==> src/rtl/rr_stream_arbiter_pkg.sv <==
// Shared types and helpers for the round-robin stream arbiter.
package arb_pkg;

  // Arbiter FSM: waiting for a request, or locked onto one requester's packet.
  typedef enum logic [0:0] {
    IDLE = 1'b0,
    BUSY = 1'b1
  } state_e;

  // Widest requester vector the helpers accept; index width covers it.
  localparam int unsigned MAX_REQ   = 64;
  localparam int unsigned MAX_IDX_W = 6;

  // Seed for the round-robin pointer; shifted to bit N_REQ-1 so that the
  // first search after reset wraps round to requester 0.
  localparam logic [MAX_REQ-1:0] RST_PTR_SEED = {{(MAX_REQ-1){1'b0}}, 1'b1};

  // Binary index of the set bit in a one-hot vector (0 for an all-zero vector).
  function automatic logic [MAX_IDX_W-1:0] onehot_to_idx(input logic [MAX_REQ-1:0] oh);
    logic [MAX_IDX_W-1:0] idx;
    idx = {MAX_IDX_W{1'b0}};
    for (int i = 0; i < MAX_REQ; i++) begin
      idx = idx | (oh[i] ? MAX_IDX_W'(i) : {MAX_IDX_W{1'b0}});
    end
    return idx;
  endfunction

endpackage

==> src/rtl/rr_stream_arbiter_grant.sv <==
// Combinational round-robin grant: first valid requester strictly after the
// pointer, wrapping round to the lowest index.
module rr_stream_arbiter_grant
  import arb_pkg::*;
#(
  parameter int unsigned N_REQ = 8
) (
  input  logic [N_REQ-1:0] input_valid,
  input  logic [N_REQ-1:0] current_ready,
  input  logic [N_REQ-1:0] last_ready,
  output logic [N_REQ-1:0] next_ready
);

  localparam int unsigned SEL_W = $clog2(N_REQ);

  logic [MAX_IDX_W-1:0] ptr_s;
  logic                 unused_last_ready_s;

  // last_ready is part of the block's historical interface but not needed here.
  assign unused_last_ready_s = ^last_ready;

  // Search the requesters in rotating order starting just after the pointer.
  always_comb begin
    logic             found;
    logic [SEL_W-1:0] idx;
    next_ready = {N_REQ{1'b0}};
    found      = 1'b0;
    idx        = {SEL_W{1'b0}};
    ptr_s      = onehot_to_idx(MAX_REQ'(current_ready));
    for (int k = 1; k <= int'(N_REQ); k++) begin
      idx = SEL_W'((int'(ptr_s) + k) % int'(N_REQ));
      if (!found && input_valid[idx]) begin
        next_ready[idx] = 1'b1;
        found           = 1'b1;
      end else begin
        found = found;
      end
    end
  end

endmodule

==> src/rtl/rr_stream_arbiter.sv <==
// Round-robin packet arbiter: locks one requester per packet and forwards its
// stream to a single sink with no buffering (ready passes straight through).
module rr_stream_arbiter
  import arb_pkg::*;
#(
  parameter  int unsigned N_REQ  = 8,
  parameter  int unsigned DATA_W = 32,
  localparam int unsigned SEL_W  = $clog2(N_REQ)
) (
  input  logic                      clk,
  input  logic                      rst,
  input  logic [N_REQ-1:0]          in_valid,
  input  logic [N_REQ-1:0]          in_last,
  input  logic [N_REQ*DATA_W-1:0]   in_data,
  output logic [N_REQ-1:0]          in_ready,
  output logic                      out_valid,
  output logic                      out_last,
  output logic [DATA_W-1:0]         out_data,
  input  logic                      out_ready,
  output logic [SEL_W-1:0]          out_sel,
  output logic                      busy
);

  localparam logic [N_REQ-1:0] RST_PTR = N_REQ'(RST_PTR_SEED << (N_REQ - 1));

  state_e            state_q, state_d;
  logic [N_REQ-1:0]  grant_q, grant_d;
  logic [N_REQ-1:0]  last_grant_q, last_grant_d;
  logic [N_REQ-1:0]  next_grant_s;
  logic              sel_valid_s;
  logic              sel_last_s;
  logic [DATA_W-1:0] sel_data_s;
  logic              active_s;
  logic              handshake_s;

  rr_stream_arbiter_grant #(
    .N_REQ (N_REQ)
  ) u_grant (
    .input_valid   (in_valid),
    .current_ready (last_grant_q),
    .last_ready    (last_grant_q),
    .next_ready    (next_grant_s)
  );

  // AND-OR mux of the granted requester; payload and last are zeroed unless valid.
  always_comb begin
    sel_valid_s = 1'b0;
    sel_last_s  = 1'b0;
    sel_data_s  = {DATA_W{1'b0}};
    for (int i = 0; i < int'(N_REQ); i++) begin
      sel_valid_s = sel_valid_s | (grant_q[i] & in_valid[i]);
      sel_last_s  = sel_last_s | (grant_q[i] & in_valid[i] & in_last[i]);
      sel_data_s  = sel_data_s | ({DATA_W{grant_q[i] & in_valid[i]}} & in_data[i*DATA_W +: DATA_W]);
    end
  end

  // Drive the stream outputs; nothing is offered or accepted while reset is high.
  always_comb begin
    active_s = (state_q == BUSY) && !rst;
    if (active_s) begin
      out_valid = sel_valid_s;
      out_last  = sel_last_s;
      out_data  = sel_data_s;
      in_ready  = grant_q & {N_REQ{out_ready}};
      out_sel   = SEL_W'(onehot_to_idx(MAX_REQ'(grant_q)));
      busy      = 1'b1;
    end else begin
      out_valid = 1'b0;
      out_last  = 1'b0;
      out_data  = {DATA_W{1'b0}};
      in_ready  = {N_REQ{1'b0}};
      out_sel   = {SEL_W{1'b0}};
      busy      = 1'b0;
    end
    handshake_s = out_valid & out_ready;
  end

  // Next-state logic: grab a requester from IDLE, release it after its last beat.
  always_comb begin
    state_d      = state_q;
    grant_d      = grant_q;
    last_grant_d = last_grant_q;
    case (state_q)
      IDLE: begin
        if (|in_valid) begin
          grant_d = next_grant_s;
          state_d = BUSY;
        end else begin
          state_d = IDLE;
        end
      end
      BUSY: begin
        if (handshake_s && out_last) begin
          last_grant_d = grant_q;
          grant_d      = {N_REQ{1'b0}};
          state_d      = IDLE;
        end else begin
          state_d = BUSY;
        end
      end
      default: begin
        grant_d = {N_REQ{1'b0}};
        state_d = IDLE;
      end
    endcase
  end

  // State, grant and round-robin pointer registers.
  always_ff @(posedge clk) begin
    if (rst) begin
      state_q      <= IDLE;
      grant_q      <= {N_REQ{1'b0}};
      last_grant_q <= RST_PTR;
    end else begin
      state_q      <= state_d;
      grant_q      <= grant_d;
      last_grant_q <= last_grant_d;
    end
  end

endmodule

==> config.mk <==
export PLATFORM = sky130hd
export DESIGN_NAME = rr_stream_arbiter
export DESIGN_NICKNAME = d
export VERILOG_FILES = /design/src/rtl/rr_stream_arbiter_pkg.sv /design/src/rtl/rr_stream_arbiter_grant.sv /design/src/rtl/rr_stream_arbiter.sv
export SDC_FILE = /design/constraint.sdc
export NUM_CORES = 1
export LEC_CHECK = 0
export ABC_AREA = 1
export BUFFER_PORTS_ARGS = -buffer_cell sky130_fd_sc_hd__buf_2
export CAP_MARGIN = 20
export CORE_UTILIZATION = 29
export DETAILED_ROUTE_END_ITERATION = 7
export MAX_ROUTING_LAYER = met4
export PLACE_DENSITY = 0.68
export SYNTH_ARGS = -nofsm -noshare
export SYNTH_HDL_FRONTEND = slang
export SYNTH_HIERARCHICAL = 1
export SYNTH_SLANG_ARGS = --single-unit
==> constraint.sdc <==
create_clock -name clk -period 2.96 [get_ports clk]
set_input_delay 0.74 -clock clk [delete_from_list [all_inputs] [get_ports clk]]
set_output_delay 0.74 -clock clk [all_outputs]
set_load 0.01 [all_outputs]
# [Yosys cells after proc, flatten, opt, wreduce, memory -nomap -nowiden]
# Index checks and enable logic that the tools add are counted.
[word_totals] input_bits=275 ramBits=0 latch_bits=0 reg_bits=17 romBits=0 n_memories=0
[classes] addsub=8 n_reduce_logical=28 div_mod_pow=0 mux=73 magnitude_cmp=16 n_shift=0 n_bitwise=67 mul=0 eq_ne=2
[ops] op="32-bit bitwise AND" n=8
[ops] op="32-bit bitwise OR" n=7
[ops] op="8-bit two-way mux" n=11
[ops] op="8-bit bitwise OR" n=7
[ops] op="3-bit by 4-bit less-than comparator with 1-bit output (second input constant)" n=8
[ops] op="32-bit two-way mux" n=1
[ops] op="1-bit two-way mux" n=30
[ops] op="3-bit two-way mux" n=9
[ops] op="3-bit bitwise OR" n=9
[ops] op="1-bit binary-select mux with 3-bit select" n=8
[ops] op="1-bit demux with 3-bit select" n=8
[ops] op="3-bit by 1-bit greater-or-equal comparator with 1-bit output (second input constant)" n=8
[ops] op="1-bit bitwise AND" n=17
[ops] op="1-bit logical AND" n=17
[ops] op="8-bit case mux with 2 select lines" n=1
[ops] op="1-bit bitwise OR" n=14
[ops] op="3-bit adder (second input constant)" n=4
[ops] op="8-bit bitwise AND" n=1
[ops] op="1-bit zero test" n=8
[ops] op="2-bit two-way mux" n=4
[ops] op="8-bit OR reduction" n=1
[ops] op="3-bit by 1-bit adder with 3-bit output (second input constant)" n=2
[ops] op="3-bit by 2-bit adder with 3-bit output (second input constant)" n=2
[ops] op="2-bit AND reduction" n=2
[ops] op="7 further kinds" n=7

# [Longest topological paths before layout]
# Gate-level depths: netlist of the first run.
[depth] depth_word=34 mapped_depth=22 ltp_nobuf=19

# [Modules after synthesis]
# The synthesis of the first run kept the hierarchy.
[modules_own_cells] mod="rr_stream_arbiter" cells_per_inst=604 instances=1 area_each_um2=3275.6
[modules_own_cells] mod="rr_stream_arbiter_grant" cells_per_inst=284 instances=1 area_each_um2=1450.1

# [Worst setup path before layout of the first run]
# OpenSTA, ideal clock, no wires.
[synth_path] path_type="register -> register" from="reg last_grant_q[7]" to="reg grant_q[5]" path_stages_with_launch=21 arrival_ns=2.854 slack_ns=0.042 synth_period_minus_slack_ns=2.918 setup_ns=0.064 required_time_ns=2.896 cell_sequence="dfxtp_1 -> nor2_4 -> nand2_4 -> buf_6 -> clkbuf_1 -> ha_1 -> inv_1 -> clkbuf_1 -> nand3_1 -> nand3_2 -> nand2_2 -> nor2_8 -> nand2_4 -> nor2_8 -> buf_6 -> nand4_1 -> nand3_1 -> inv_1 -> nor2_1 -> nor2_1 -> nor2_1"
[synth_between] elab_chain_len=29 elab_cells_between_ends=104
[synth_rtl] element="start: declaration" line="rr_stream_arbiter.sv:28" text="logic [N_REQ-1:0] last_grant_q, last_grant_d;"
[synth_rtl] element="start signal: assignment" line="rr_stream_arbiter.sv:117" text="last_grant_q <= last_grant_d;"
[synth_rtl] element="3-bit two-way mux (*)" line="rr_stream_arbiter_pkg.sv:23" text="idx = idx | (oh[i] ? MAX_IDX_W'(i) : {MAX_IDX_W{1'b0}});"
[synth_rtl] element="3-bit bitwise OR (*)" line="rr_stream_arbiter_pkg.sv:23"
[synth_rtl] element="parallel branches: the longest is 24 deep, another holds 3-bit by 4-bit less-than comparator with 1-bit output"
[synth_rtl] element="8-bit two-way mux (*)" line="rr_stream_arbiter_grant.sv:32" text="if (!found && input_valid[idx]) begin"
[synth_rtl] element="net next_grant_s[5]" line="rr_stream_arbiter.sv:29" text="logic [N_REQ-1:0] next_grant_s;"
[synth_rtl] element="8-bit two-way mux (*)" line="rr_stream_arbiter.sv:85" text="if (|in_valid) begin"
[synth_rtl] element="8-bit case mux with 2 select lines (*)" line="rr_stream_arbiter.sv:83" text="case (state_q)"
[synth_rtl] element="end signal: assignment" line="rr_stream_arbiter.sv:112" text="grant_q <= {N_REQ{1'b0}};"
[synth_rtl] element="end signal: assignment" line="rr_stream_arbiter.sv:116" text="grant_q <= grant_d;"
[synth_rtl] element="end: declaration" line="rr_stream_arbiter.sv:27" text="logic [N_REQ-1:0] grant_q, grant_d;"
# Mark *: on every way through the listed nets, which the timed path passes. The select of a mux whose other input is x is not followed.
# A chain may end at the register's enable or synchronous reset.

# [Worst setup path after layout of the first run]
[layout_path] from="in in_valid[5]" to="out out_data[7]"
[layout_between] elab_chain_len=6
[layout_rtl] element="start: declaration" line="rr_stream_arbiter.sv:12" text="input logic [N_REQ-1:0] in_valid,"
[layout_rtl] element="1-bit bitwise AND" line="rr_stream_arbiter.sv:53" text="sel_data_s = sel_data_s | ({DATA_W{grant_q[i] & in_valid[i]}} & in_data[i*DATA_W +: DATA_W]);"
[layout_rtl] element="32-bit bitwise AND" line="rr_stream_arbiter.sv:53"
[layout_rtl] element="32-bit bitwise OR (3 in series)" line="rr_stream_arbiter.sv:53"
[layout_rtl] element="32-bit two-way mux" line="rr_stream_arbiter.sv:60" text="if (active_s) begin"
[layout_rtl] element="end: declaration" line="rr_stream_arbiter.sv:18" text="output logic [DATA_W-1:0] out_data,"
# Every way passes these cells.

==> results.md, run 1 <==
* Status: completed
* WP data required at 2.22 ns
* Die area at 16700 um^2
* Leakage power at 3.45 nW
* Drt wl/cell at ~22 um
* HPWL Detailed at 23900 um
* # clock sinks at 16
* Yosys warning count at 6
* Inserted Clock Buffers at 3
* Clock Path Buffers at 2
* Residual DRC count at 0
* Root Driver: clkbuf_16
* DRT Pass-1 Iters at 6
* Hold Slack at 0.534 ns
* First DRT Iteration DRCs at 984
* Die Wd at 129 um
* Minimum clock period after layout at 2.85 ns
* Core area at around 16000 um^2
* Cts hold-fix bufs at 0
* Slew @ Worst Pin at 0.615 ns
* Avg Synthesized Cell Area at 5.31 um^2
* Setup violators final at 0
* Number of vias per cell at ~5.7
* Power Dens Cells at 281 nW/um^2
* Final #Nets at 1466
* Final antenna-violating net count at 0
* Met3 Wirelength at 3240 um
* Post-Route WL at slightly above 30000 um
* Global placer's final weighted congestion at 0.953
* Clock skew at 0.00372 ns
* Mapped cell area at 4690 um^2
* # resized after CTS at 0
* Area grow syn2layout at 45.1%
* Hold/Removal Path Class: register to register
* Arr. time, crit path at 2.11 ns
* WL met1 at 10600 um
* # fillers at 1805
* Hold depth at 2
* Port Buffers at 320
* Final period util at 96.3%
* Final slew viol count at 0
* RSZ-0062 raised after global routing: false
* Multi-input gate area at approximately 3700 um^2
* Htree depth at 1
* Largest net degree at the start of global routing at 37
* Die Ht at 129 um
* Std-Cell Rows at 46
* CTS clock-pin slew for the worst setup and hold paths at 0.05 ns
* Via Count at 8005
* Post-CTS Setup Repair Bufs at 0
* Sum Neg Setup Slack at 0 ns
* Initial antenna violation count at 6
* Met2 routed WL at 13900 um
* Worst VDD drop at 227 uV
* Crit. End Element: primary output
* Overall routing resource usage at 35.9%
* Initial core utilization at 29.7%
* Final hold viol count at 0
* Achievable Freq at 0.351 GHz
* CTS tree: yes
* CP max FO at 22
* Relative slew slack at 58.8%
* Path type of the worst setup path: input pin to primary output
* I/O pin total at 321
* Highest metal used: met4
* R2r worst-path depth at 17
* Gr ovfl total at 0
* Cells after Synth at approximately 900
* Sequential cell area at 320 um^2
* Clk Latency, worst-skew pair at 0.25 ns
* First-pass GRT wire length at 42700 um
* Syn Nets at 1165
* Vias in the first global route at 7013
* Share of cells above drive strength 1 at 35.7%
* Max-capacitance violation count at 0
* Critical Path Start Type: input pin
[worst max-delay path: stages]
cell and delay, ns:
buf_2 0.31, buf_12 0.21, nand3_1 0.08, nand3_1 0.26, nor2_1 0.08, a31oi_1 0.22
buf_2 0.18
[routing by layer]
| metal | vias up | GRT usage [%] |
|---|---|---|
| met4 | 0 | 29.7 |
| met2 | 533 | 57.0 |
| met3 | 135 | 9.00 |
| met1 | 3628 | 37.7 |
| met5 | - | - |
| li1 | 3709 | - |
[per-stage QoR]
stage                     utilization [%]  worst slack [ns]  cells  area, um^2  total power (W)
final                                43.0             0.111   1405        6810          0.00191
after global placement               42.3             0.208   1396        6690          0.00156
after floorplan                         -            0.0425    884        4690         0.000977
after detailed placement             42.3             0.190   1396        6690          0.00156
after CTS                            42.8             0.164   1400        6780          0.00186
after global routing                 43.0            0.0148   1405        6810          0.00202
[registers in the layout, indices dropped and copies added (netlist names)]
register,count
grant_q,8
last_grant_q,7
state_q,1
[final timing paths]
check | startpoint | end | slack (ns)
worst max-delay path | in_valid[5] | out_data[7] | 0.11
worst min-delay path | last_grant_q[2]$_SDFFE_PP0P_ | last_grant_q[2]$_SDFFE_PP0P_ | 0.53
worst max register to register | last_grant_q[7]$_SDFFE_PP1P_ | grant_q[6]$_SDFFE_PP0P_ | 0.22
worst min register to register | last_grant_q[2]$_SDFFE_PP0P_ | last_grant_q[2]$_SDFFE_PP0P_ | 0.53
[final cells by class]
cell class / count / share of cell area (%)
antenna: 5 / 0.184
clock buffer: 4 / 1.30
inverter: 63 / 3.47
multi-input combinational: 723 / 54.6
sequential: 16 / 4.70
tap: 216 / 3.97
timing repair buffer: 378 / 31.8
[where the power goes]
part / switching, W / internal (W) / leakage, nW
Clock: 0.0000877 / 0.000205 / 0.0442
Sequential: 0.0000265 / 0.000236 / 0.131
Combinational: 0.000877 / 0.000480 / 3.28
[placed cells by master, fill, tap and decap left out, drive strengths merged]
master	n
ha	6
dfxtp	16
nand4	37
clkbuf	4
nor2	117
diode	5
o21a	1
nand3	355
inv	63
nor3	24
o22ai	1
a41oi	10
o2111ai	2
buf	378
a31oi	34
nand3b	1
o21ai	6
a21oi	10
nand2	118
o211ai	1
No activity file was read; power rests on OpenSTA's default activity.
==> run 2, diff against run 1 <==
--- a/config.mk
+++ b/config.mk
@@ -5,13 +5,13 @@
 export SDC_FILE = /design/constraint.sdc
 export NUM_CORES = 1
 export LEC_CHECK = 0
-export ABC_AREA = 1
 export BUFFER_PORTS_ARGS = -buffer_cell sky130_fd_sc_hd__buf_2
 export CAP_MARGIN = 20
-export CORE_UTILIZATION = 29
+export CORE_AREA = 2 2 123 125
 export DETAILED_ROUTE_END_ITERATION = 7
+export DIE_AREA = 0 0 125 127
 export MAX_ROUTING_LAYER = met4
-export PLACE_DENSITY = 0.68
+export PLACE_DENSITY = 0.64
 export SYNTH_ARGS = -nofsm -noshare
 export SYNTH_HDL_FRONTEND = slang
 export SYNTH_HIERARCHICAL = 1
==> run 2 against run 1 <==
  * Sequential power shrank 11%
  * Critical path type is now register to register
  * Design area shrank 14%
  * Count of clock-buffer cells in the layout shrank 1
  * First-iteration DRC count shrank 41%
  * Highest routed layer unchanged
  * Via count shrank 32%
  * Non-clock buffer count grew 3
  * Clock skew shrank 0.0031 ns
  * Die area shrank 4.9%
  * Largest power group unchanged
  * Critical path depth grew 3
  * Flip-flop and latch count is the same
  * Combinational power shrank 61%
  * Power shrank 46%
==> results.md, run 2 <==
* Final hold viol count at 0
* Minimum clock period after layout at 2.95 ns
* Global placer's final weighted congestion at 0.918
* Cts hold-fix bufs at 0
* Port Buffers at 320
* Die Wd at 125 um
* Yosys warning count at 6
* Fin area at approximately 5800 um^2
* Slew @ Worst Pin at around 0.83 ns
* Mapped cell area at 3420 um^2
* Clock power frac at 25.3%
* Vias in the first global route at 5278
* Hold Slack at 0.632 ns
* Register share of total power at a little under a quarter
* Drt wl/cell at around 25 um
* Post-place instance area at around 5700 um^2
* Total power at 0.00103 W
* Achievable Freq at 0.339 GHz
* Most frequent cells in the layout: 320 x buf_2, 133 x a22oi_1, 48 x buf_4
* Die area at 15900 um^2
* Area grow syn2layout at 70.2%
* CP dominant cell by count: a32o_1
* Number of vias per cell at 5.80
* Clock skew at 0.000582 ns
* Final slew viol count at 0
* # clock sinks at 16
* HPWL Detailed at between 15000 and 20000 um
* Final period util at 99.8%
* Crit-path max cell delay at 0.56 ns
* Share of cells above drive strength 1 at 57.7%
* Initial core utilization at 23.7%
* CTS tree: yes
* Overall routing resource usage at between 20 and 30%
* Std-Cell Rows at 44
* Clock Path Buffers at 2
* First-pass GRT wire length at 33800 um
* Biggest register: grant_q
* Arr. time, crit path at 3.09 ns
* Relative slew slack at 44.2%
* Clk Latency, worst-skew pair at 0.24 ns
* Sw Pwr at 0.000362 W
* DRT Pass-1 Iters at 6
* CP max FO at 5
* Power Dens Cells at 176 nW/um^2
* FF-to-FF End: grant_q[7]$_SDFFE_PP0P_
* Status: completed
* Reg-to-Reg Start: last_grant_q[3]$_SDFFE_PP0P_
* Cells after Synth at 412
* I/O pin total at 321
* Max reg flops at 8
* Worst setup path endpoint: grant_q[7]$_SDFFE_PP0P_
* Int Pwr at ~0.00067 W
* Top flop regs: grant_q: 8 flops, last_grant_q: 7 flops, state_q: 1 flops
* Largest net degree at the start of global routing at 33
* Root Driver: clkbuf_16
* Gr ovfl total at 0
* Inserted Clock Buffers at 3
* Core area at 14400 um^2
* Final #Nets at 1034
* Post-Route WL at 23600 um
* Reg2Reg Setup Slack at 0.007 ns
* Comb pwr share at between 50% and 60%
* Worst VDD drop at roughly 150 uV
* Syn Nets at 693
* Crit. End Element: register
* Hold/Removal Path Class: register to register
* Path type of the worst setup path: register to register
* Critical Path Start Type: register
* Via Count at approximately 5500
* CTS clock-pin slew for the worst setup and hold paths at 0.05 ns
* First DRT Iteration DRCs at 581
* Initial antenna violation count at 5
* R2r worst-path depth at 10
* Final antenna-violating net count at 0
* Switch share at 35.2%
* Die Ht at 127 um
* WP data required at approximately 3.1 ns
* Htree depth at 1
* RSZ-0062 raised after global routing: true
* Avg Synthesized Cell Area at 8.31 um^2
* Crit. Startpoint: last_grant_q[3]$_SDFFE_PP0P_
* Critical Path Slowest Stage Cell: mux4_2
* Residual DRC count at 0
* Leakage power at 2.52 nW
* Crit-path cells: nor4_4 > buf_6 > ha_4 > xnor2_4 > mux4_2 > and2_4 > a32o_1 > a221o_1 > a2bb2oi_1 > a32o_1
* Commonest non-fill, non-tap cell in the layout: buf_2
* Max-capacitance violation count at 0
* Setup violators final at 0
==> run 2: final cells by class <==
| type | count | area [um^2] |
|---|---|---|
| Fill cell | 1544 | 8600 |
| Multi-Input combinational cell | 340 | 2920 |
| Timing Repair Buffer | 381 | 2210 |
| Sequential cell | 16 | 327 |
| Tap cell | 184 | 230 |
| Clock buffer | 3 | 75.1 |
| Inverter | 11 | 48.8 |
| Antenna cell | 6 | 15.0 |
==> run 2: stage by stage <==
stage,setup WS (ns),TNS (ns),cells,utilization (%)
2_1_floorplan,-0.270,-1.84,412,-
3_3_place_gp,-0.000880,-0.000880,929,39.2
3_5_place_dp,-0.0294,-0.0526,929,39.2
4_1_cts,0.00249,0,933,39.8
5_1_grt,-0.0770,-0.192,940,40.4
6_report,0.00654,0,941,40.4
==> run 2: power by group through the flow <==
stage	registers [W]	clock network [W]	logic, W
2_1_floorplan	0.000234	0	0.000192
3_3_place_gp	0.000238	0	0.000522
3_5_place_dp	0.000238	0	0.000521
5_1_grt	0.000233	0.000283	0.000570
4_1_cts	0.000233	0.000267	0.000524
6_report	0.000233	0.000260	0.000534
==> run 2: routing by layer <==
metal | vias to the layer above | track usage [%] | wire length (um)
li1 | 2463 | - | -
met1 | 2607 | 35.3 | 9180
met2 | 359 | 44.8 | 10800
met3 | 28 | 11.7 | 3310
met4 | 0 | 3.46 | 289
met5 | - | - | 0
==> run 2: worst min path at each step <==
stage | from | endpoint | cells past startpoint
3_5_place_dp | last_grant_q[1]$_SDFFE_PP0P_ | last_grant_q[1]$_SDFFE_PP0P_ | 2
4_1_cts | last_grant_q[1]$_SDFFE_PP0P_ | last_grant_q[1]$_SDFFE_PP0P_ | 2
6_report | last_grant_q[2]$_SDFFE_PP0P_ | last_grant_q[2]$_SDFFE_PP0P_ | 2
5_1_grt | last_grant_q[1]$_SDFFE_PP0P_ | last_grant_q[1]$_SDFFE_PP0P_ | 2
2_1_floorplan | grant_q[0]$_SDFFE_PP0P_ | grant_q[0]$_SDFFE_PP0P_ | 1
3_3_place_gp | last_grant_q[1]$_SDFFE_PP0P_ | last_grant_q[1]$_SDFFE_PP0P_ | 2
==> run 2: timing repair <==
item | 4_1_cts | 5_1_grt
pin swaps | 1 | 13
buffers inserted | 1 | 2
setup endpoints to repair | 3 | 8
resized for setup | 1 | 9
hold endpoints to repair | 0 | 0
==> run 2: critical path: cells and delay by family, from the launching register on <==
family	cells	cell delay, ns
buffers and inverters	1	0.19
muxes	1	0.56
xor gates and xnor gates	1	0.13
adders and majority gates	1	0.18
DFF	1	0.36
and+or+nand+nor	2	0.50
AOI/OAI and AO/OA	4	0.92
